$ cat config.mk
export PLATFORM = sky130hd
export DESIGN_NAME = pool_window_sequencer
export DESIGN_NICKNAME = d
export VERILOG_FILES = /design/src/rtl/pool_window_sequencer.sv
export SDC_FILE = /design/constraint.sdc
export NUM_CORES = 1
export LEC_CHECK = 0
export BUFFER_PORTS_ARGS = -buffer_cell sky130_fd_sc_hd__buf_2
export CAP_MARGIN = 30
export CORE_ASPECT_RATIO = 1.5
export CORE_MARGIN = 2
export CORE_UTILIZATION = 50
export CTS_CLUSTER_DIAMETER = 150
export CTS_CLUSTER_SIZE = 14
export DETAILED_ROUTE_END_ITERATION = 16
export GPL_TIMING_DRIVEN = 1
export PLACE_DENSITY = 0.81
export SLEW_MARGIN = 30
export SYNTH_ARGS = -nofsm -noshare
export SYNTH_HDL_FRONTEND = slang
export SYNTH_SLANG_ARGS = --single-unit
$ cat constraint.sdc
create_clock -name clk -period 2.4 [get_ports clk]
set_input_delay 0.24 -clock clk [delete_from_list [all_inputs] [get_ports clk]]
set_output_delay 0.24 -clock clk [all_outputs]
set_load 0.005 [all_outputs]
$ cat src/rtl/pool_window_sequencer.sv
// Flow-control sequencer for a streaming pooling layer: gates the layer clock on accepted
// pixels, picks the strided window positions and holds each pooled result for downstream.
module pool_window_sequencer #(
  parameter int IMAGE_SIZE  = 28,
  parameter int FILTER_SIZE = 2,
  parameter int STRIDE      = 2
) (
  input  logic clk,
  input  logic rst_n,
  input  logic in_valid,
  output logic in_ready,
  output logic layer_clk_en,
  input  logic layer_valid,
  output logic capture_en,
  output logic out_valid,
  input  logic out_ready,
  output logic out_last,
  output logic frame_done,
  input  logic soft_clear
);

  localparam int CW = (IMAGE_SIZE > 1) ? $clog2(IMAGE_SIZE) : 1;
  localparam int PW = (STRIDE > 1) ? $clog2(STRIDE) : 1;
  localparam logic [CW-1:0] POS_MAX   = CW'(IMAGE_SIZE - 1);
  localparam logic [CW-1:0] POS_FIRST = CW'(FILTER_SIZE - 1);
  localparam logic [PW-1:0] PHASE_MAX = PW'(STRIDE - 1);

  logic [CW-1:0] col, row, col_next, row_next;
  logic [PW-1:0] col_phase, row_phase, col_phase_next, row_phase_next;
  logic          accept, selected, col_wrap, row_wrap;

  assign in_ready     = rst_n & ~soft_clear & (~out_valid | out_ready);
  assign accept       = in_valid & in_ready;
  assign layer_clk_en = accept;

  assign col_wrap = (col == POS_MAX);
  assign row_wrap = (row == POS_MAX);

  assign selected = accept & layer_valid & (row >= POS_FIRST) & (col >= POS_FIRST)
                  & (col_phase == '0) & (row_phase == '0);
  assign capture_en = selected;

  // Phase is re-anchored at the first full window so stride selection needs no divider.
  always_comb begin
    col_next       = col_wrap ? '0 : col + 1'b1;
    row_next       = row_wrap ? '0 : row + 1'b1;
    col_phase_next = (col_phase == PHASE_MAX) ? '0 : col_phase + 1'b1;
    row_phase_next = (row_phase == PHASE_MAX) ? '0 : row_phase + 1'b1;
    if (col_next == POS_FIRST) col_phase_next = '0;
    if (row_next == POS_FIRST) row_phase_next = '0;
  end

  always_ff @(posedge clk or negedge rst_n) begin
    if (!rst_n) begin
      col        <= '0;
      row        <= '0;
      col_phase  <= '0;
      row_phase  <= '0;
      out_valid  <= 1'b0;
      out_last   <= 1'b0;
      frame_done <= 1'b0;
    end else if (soft_clear) begin
      col        <= '0;
      row        <= '0;
      col_phase  <= '0;
      row_phase  <= '0;
      out_valid  <= 1'b0;
      out_last   <= 1'b0;
      frame_done <= 1'b0;
    end else begin
      frame_done <= out_valid & out_ready & out_last;
      if (accept) begin
        col       <= col_next;
        col_phase <= col_phase_next;
        if (col_wrap) begin
          row       <= row_next;
          row_phase <= row_phase_next;
        end
      end
      // A new selection while the old result drains keeps out_valid high back-to-back.
      if (selected) begin
        out_valid <= 1'b1;
        out_last  <= col_wrap & row_wrap;
      end else if (out_valid & out_ready) begin
        out_valid <= 1'b0;
        out_last  <= 1'b0;
      end
    end
  end

endmodule

Word-level counts from Yosys, hierarchy flattened --
Index checks and enable logic that the tools add are counted.
Storage, ports and cells: register bits 15, input bits 6, logic and storage cells 59
Cells by class: add/subtract/negate cells 4, magnitude comparators 2, equality and inequality tests 4, mux-type cells 22, bitwise operators 16, reductions and logical operators 4
Operators by type and width (count):
- $mux W5 | 7
- $mux W1 | 15
- $and A1 B1 Y1 | 11
- $add A5 B1 Y5 const B | 2
- $eq A5 B1 Y1 const B | 2
- $eq A5 B5 Y1 const B | 2
- $ge A5 B1 Y1 const B | 2
- $not A1 Y1 | 4
- $reduce_bool A2 Y1 | 2
- $reduce_bool A3 Y1 | 1
- $add A1 B1 Y1 const B | 2
- $reduce_and A2 Y1 | 1
- $or A1 B1 Y1 | 1

Longest topological paths before layout --
Gate-level depths: netlist (run 1).
word-level depth 11, depth in mapped cells 6

Least setup slack after synthesis (run 1) --
OpenSTA, ideal clock, no wires.
path type reg-to-reg, start point register col[0], end point register row[4], data arrival time 1.697 ns, path slack 0.626 ns, stages on the path, launching flop included 6, path buffers 0, path through dfrtp_1 > ha_1 > and4b_2 > nand4_4 > or4b_1 > a21oi_1
On the way: word-level cells in the longest chain between the ends 3
Ends and longest elaborated chain:
- start: declaration | line 28 | logic [CW-1:0] col, row, col_next, row_next;
- start signal: assignment | line 73 | col <= col_next;
- $eq A5 B5 Y1 | line 36 | assign col_wrap = (col == POS_MAX);
- $reduce_bool A2 Y1 (no source line)
- $reduce_and A2 Y1 (no source line)
- end signal: assignment | line 76 | row <= row_next;
- end: declaration | line 28
Every way passes these cells. A chain may end at the register's enable or synchronous reset.

Final worst setup path (run 1) --
start point register row[3], end point output capture_en
On the way: word-level cells in the longest chain between the ends 5
Ends and longest elaborated chain:
- $ge A5 B1 Y1 | line 39 | assign selected = accept & layer_valid & (row >= POS_FIRST) & (col >= POS_FIRST)
- $and A1 B1 Y1 (2 in a row) | line 39
- $and A1 B1 Y1 (2 in a row) | line 40 | & (col_phase == '0) & (row_phase == '0);
- end: declaration | line 14 | output logic capture_en,
Every way passes these cells.

==> results of run 1 <==
-- flip-flops by register name, summed over array words and instances, names as in the netlist --
name / cells
col: 5
row_phase: 1
col_phase: 1
row: 5
out_last: 1
frame_done: 1
out_valid: 1
-- what timing repair did --
item | 4_1_cts | 5_1_grt
endpoints found under the hold margin | 15 | 0
setup endpoints to repair | 0 | 0
hold buffers | 1 | 0
gates resized for setup | 0 | 0
-- power by group --
part	switching [uW]	internal, uW	total (uW)
registers	2.57	254	257
clock network	90.6	64.9	155
logic	24.5	14.5	39.0
total	118	334	451
-- synthesized netlist by cell type --
master and number:
nor2b_1 1, nor2_1 7, clkbuf_2 1, a21boi_0 1, a22o_1 1, clkbuf_4 1
mux2_2 1, or3_1 2, dfrtp_1 15, a41oi_1 2, or4_1 1, or2b_2 1
and2_1 3, nand4_1 3, nor3_1 2, nand4_4 1, buf_6 2, and4_2 1
o31ai_1 4, o311ai_0 1, mux2i_1 2, nand3b_1 3, and2b_2 1, o41ai_1 2
nor3b_1 2, a21oi_1 7, and4b_2 1, inv_1 9, o21ai_0 4, ha_1 6
a31oi_1 2, nand2_1 13, or4b_1 1, nor4_1 1, nand3_1 5
-- final cells by class --
type	count	area (um^2)	share of cell area, %
timing repair buffer	13	72.6	6.68
inverter	9	33.8	3.11
clock buffer	4	26.3	2.42
tap	21	26.3	2.42
sequential	15	375	34.6
multi-input combinational	82	552	50.8
-- how the worst max path moves through the flow --
stage / startpoint / endpoint / slack [ns] / cells past startpoint
2_1_floorplan: col[0]$_DFFE_PN0P_ / row[4]$_DFFE_PN0P_ / 0.63 / 5
3_3_place_gp: row[3]$_DFFE_PN0P_ / out_last$_DFFE_PN0P_ / 0.54 / 4
3_5_place_dp: col[0]$_DFFE_PN0P_ / row[4]$_DFFE_PN0P_ / 0.44 / 5
4_1_cts: row[3]$_DFFE_PN0P_ / capture_en / 0.23 / 5
5_1_grt: rst_n / capture_en / 0.12 / 8
6_report: row[3]$_DFFE_PN0P_ / capture_en / 0.24 / 5
-- per-stage QoR --
step | worst slack [ns] | util, %
floorplan | 0.626 | -
global placement | 0.538 | 56.6
detailed placement | 0.440 | 56.6
CTS | 0.230 | 58.6
global route | 0.117 | 58.6
finish | 0.240 | 58.6
-- layout by cell type (no fill, tap or decap), types with 3 or more instances in the layout --
cell and n:
a21oi_1 7, and2_1 3, buf_2 11, clkbuf_4 3, dfrtp_1 15, ha_1 6, inv_1 9, nand2_1 13
nand3_1 5, nand3b_1 3, nand4_1 3, nor2_1 7, o21ai_0 4, o31ai_1 4
-- per-layer routing --
metal	vias to the layer above	wire, um	GRT usage, %
met5	-	0	0
met4	0	50	11.0
met3	5	55	2.26
met2	20	1250	39.0
met1	449	910	28.1
li1	429	-	-
-- worst max-delay path: stages (launching register included) --
cell and delay [ns]:
dfrtp_1 0.44, or3_1 0.42, or4_1 0.42, nand4_1 0.17, inv_1 0.06, buf_2 0.12
-- cell families after synthesis --
group	count (synthesis)	synth area share [%]
buffers and inverters	13	6.91
AO/OA/AOI/OAI	24	15.8
AND/OR/NAND/NOR	49	28.9
flip-flops	15	37.7
multiplexers	3	3.14
adder cells (fa/ha/maj)	6	7.54
==> qor.csv, run 1 <==
metric;value;unit
outcome;finished, final reports clean;
Tightest Hold Check Type;in2reg;
Num CTS Buffers;3;
initial DRC count;30;
vias per inst;6.27;
Total GRT Usage;23.2;%
Synth Cell Area;996;um^2
worst r2r src;col[0]$_DFFE_PN0P_;
Crit Path Class;reg2out;
Hold Path Cell Cnt;3;
Peak VDD IR;0.305;mV
wire per inst;15.7;um
initial antenna violation count;0;
Tcrit/Tclk final;90.0;%
Worst Tran Pin Value;0.407;ns
WHS;0.172;ns
fin cells;144;
Final nets;136;
Fin. Hold Viols;0;
Pwr Total;451;uW
WHS Endpoint;frame_done$_DFF_PN0_;
die width;40.4;um
# diodes;0;
Leak;0.000487;uW
final instance area;0.00109;mm^2
post-synthesis register bit count;15;
DPL Wire Length;1680;um
drt first pass iters;4;
Layout area overhead;9.05;%
CTS Sinks;15;
DP Cell Count;139;
first-pass GRT wire length;3840;um
fmax;463;MHz
Syn Nets;122;
vias;903;
GRT Residual Overflow;0;
synthesized instance count;110;
R2R Path End;row[4]$_DFFE_PN0P_;
total negative slack;0;ns
H-tree depth;1;
vias in the first global route;864;
post-synthesis cell type count;35;
critical path fanouts, max;6;
reg2reg setup slack;0.38;ns
Register-to-Register Path Depth;5;
routed wire length;2270;um
# rows;19;
Clock Latency Late Sink;0.30;ns
Layout fillers;172;
maximum clock insertion buffer count;2;
PortBufs;11;
Ys Warns;0;
Final Max Tran Viols;0;
I/O pins;12;
CTS tree;yes;
Core ar.;0.00185;mm^2
register area share after synthesis;37.7;%
fin crit period;2.16;ns
synthesized area per cell;9.05;um^2
number of max-cap violations;0;
cell taking the most area after synthesis;dfrtp_1;
Placement Cell Area;0.00105;mm^2
Hold Crit Start;out_ready;
RSZ-0062 raised after global routing;no;
Post-CTS Setup Inserts;0;
die area;0.00237;mm^2
RD Place Congestion;0.768;
Die Span Y;58.7;um
CP Capture Type;output pin;
share of post-route cells with drive strength above 1;17.1;%
Final setup viols;0;
synth top area cells;dfrtp_1 (38%), ha_1 (7.5%), nand2_1 (4.9%);
crit path DAT;1.92;ns
Req. time, crit path;2.16;ns
CP startpoint kind;flip-flop;
initial core utilization;53.7;%
# DRC;0;
Clock Skew;0.00418;ns
clock transition at the registers of the reported paths;0.10;ns
Root Driver;clkbuf_4;
P per Cell Area;416;mW/mm^2
Rel. slew slack;72.6;%
Routed Antenna Nets;0;
largest net degree at the start of global routing;19;
post-synth top area share;37.7;%
Power figures use the tool's default switching activity.
==> inputs of run 2 (changes only) <==
==> constraint.sdc (replaced) <==
create_clock -name clk -period 2.4 [get_ports clk]
set_input_delay 0.12 -clock clk [delete_from_list [all_inputs] [get_ports clk]]
set_output_delay 0.12 -clock clk [all_outputs]
set_load 0.005 [all_outputs]
==> run 2 against run 1 <==
Against the previous run: routed wire length is 11% lower; worst setup slack improved by 0.15 ns; utilization grew 0.067 points; critical endpoint unchanged; flip-flop and latch count stayed put; total power shrank 1.7%.
==> qor.csv, run 2 (same netlist as run 1, synthesis figures left out) <==
metric;value;unit;change
share of post-route cells with drive strength above 1;17.9;%;+0.81 points
CTS Sinks;15;;unchanged
total negative slack;0;ns;unchanged
Largest regs;col (5), row (5);;
Die Span Y;58.7;um;unchanged
P per Cell Area;408;mW/mm^2;-1.8%
crit path DAT;1.89;ns;-0.03 ns
most frequent cells in the layout;dfrtp_1 (15), nand2_1 (13), buf_2 (11);;
CP Capture Type;output pin;;
CTS tree;yes;;
RD Place Congestion;0.742;;-3.4%
Routed Antenna Nets;0;;unchanged
maximum clock insertion buffer count;2;;unchanged
Final Max Tran Viols;0;;unchanged
Leak;0.000490;uW;+0.56%
H-tree depth;1;;unchanged
Tcrit/Tclk final;83.8;%;-6.2 points
met2 Use GR;34.2;%;-4.8 points
vias per inst;6.08;;-3.1%
Final setup viols;0;;unchanged
cell family with most CP delay;simple AND/OR/NAND/NOR gates;;
outcome;finished, final reports clean;;
Final nets;136;;unchanged
first-pass GRT wire length;3570;um;-7.2%
Tightest Hold Check Type;in2reg;;
# diodes;0;;unchanged
Peak VDD IR;0.342;mV;+12%
# DRC;0;;unchanged
RSZ-0062 raised after global routing;no;;
Clock Latency Late Sink;0.29;ns;about the same
routed wire length;2020;um;-11%
Top Usage Layer GRT;met2;;
Core ar.;0.00185;mm^2;unchanged
crit path from;row[2]$_DFFE_PN0P_;;
Rel. slew slack;78.6;%;+5.9 points
critical path fanouts, max;8;;+2
wire per inst;14.0;um;-11%
Post-CTS Setup Inserts;0;;unchanged
Post-Route Utilization;58.6;%;+0.067 points
fin crit period;2.01;ns;-0.150 ns
fmax;497;MHz;+7.5%
DPL Wire Length;1520;um;-9.4%
CP startpoint kind;flip-flop;;
number of max-cap violations;0;;unchanged
GR Util met1;26.6;%;-1.5 points
vias;875;;-3.1%
worst r2r src;col[0]$_DFFE_PN0P_;;
CP bufs+invs;2;;unchanged
Root Driver;clkbuf_4;;
commonest non-fill, non-tap cell in the layout;dfrtp_1;;
vias in the first global route;849;;-1.7%
die area;0.00237;mm^2;unchanged
Hold Crit Start;out_ready;;
initial DRC count;16;;-47%
initial antenna violation count;0;;unchanged
met3 usage;2.64;%;+0.38 points
I/O pins;12;;unchanged
initial core utilization;53.7;%;unchanged
die width;40.4;um;unchanged
Req. time, crit path;2.28;ns;+0.12 ns
Num CTS Buffers;3;;unchanged
largest net degree at the start of global routing;19;;unchanged
# rows;19;;unchanged
PortBufs;11;;unchanged
reg2reg setup slack;0.43;ns;+0.05 ns
Layout area overhead;9.17;%;
GRT Residual Overflow;0;;unchanged
Crit Path Class;reg2out;;
Fin. Hold Viols;0;;unchanged
Total GRT Usage;21.4;%;-1.8 points
critical-path cell list;or3_1, or4_1, nand4_1, inv_1, buf_2;;
Clock Skew;0.00381;ns;-0.000360 ns
worst stage delay on the critical path;0.45;ns;about the same
clock transition at the registers of the reported paths;0.09;ns;about the same
slowest CP cell;dfrtp_1;;
Worst Tran Pin Value;0.317;ns;-0.0895 ns
drt first pass iters;4;;unchanged
[run 2: final timing paths]
kind	depth (start not counted)	endpoint
max in group asynchronous	3	row[4]$_DFFE_PN0P_
worst min-delay path	3	frame_done$_DFF_PN0_
worst min register to register	1	row_phase$_DFFE_PN0P_
worst max-delay path	5	capture_en
worst max register to register	5	row[4]$_DFFE_PN0P_
min in group asynchronous	3	col[4]$_DFFE_PN0P_
[run 2: what timing repair did]
action	in CTS	in global routing
hold endpoints to repair	15	0
hold buffers	1	0
gates resized for setup	0	0
[run 2: layout make-up]
| cell class | instances | area [um^2] |
|---|---|---|
| repair buffers | 13 | 72.6 |
| flip-flops and latches | 15 | 375 |
| fillers | 179 | 767 |
| clock buffers | 3 | 22.5 |
| inverters | 9 | 33.8 |
| well taps | 21 | 26.3 |
| multi-input cells | 82 | 552 |
| clock inverters | 1 | 5.00 |
[run 2: worst reg2reg max path, cell delays in order (launching register included)]
cell and delay (ns):
dfrtp_1 0.47, ha_1 0.30, and4b_2 0.30, nand4_4 0.18, or4b_1 0.50, a21oi_1 0.16
[run 2: per-layer routing]
layer | part of all wire (%) | vias up
met5 | 0 | -
met4 | 3.7 | 0
met3 | 1.7 | 8
met2 | 53 | 12
met1 | 41 | 429
li1 | - | 426
[run 2: report_power, final]
part	internal, uW	switching (uW)
clock network	62.2	86.4
logic	14.4	23.7
registers	254	2.60
total	331	113
[run 2: per-stage QoR]
step	hold WS, ns	cells	setup slack (ns)	total power (uW)	instance area (um^2)
5_1_grt	0.0708	144	0.273	464	1090
4_1_cts	0.0704	144	0.387	446	1090
3_3_place_gp	0.0941	139	0.540	298	1050
2_1_floorplan	-0.176	110	0.626	281	996
3_5_place_dp	0.0932	139	0.459	299	1050
6_report	0.0690	144	0.390	443	1090
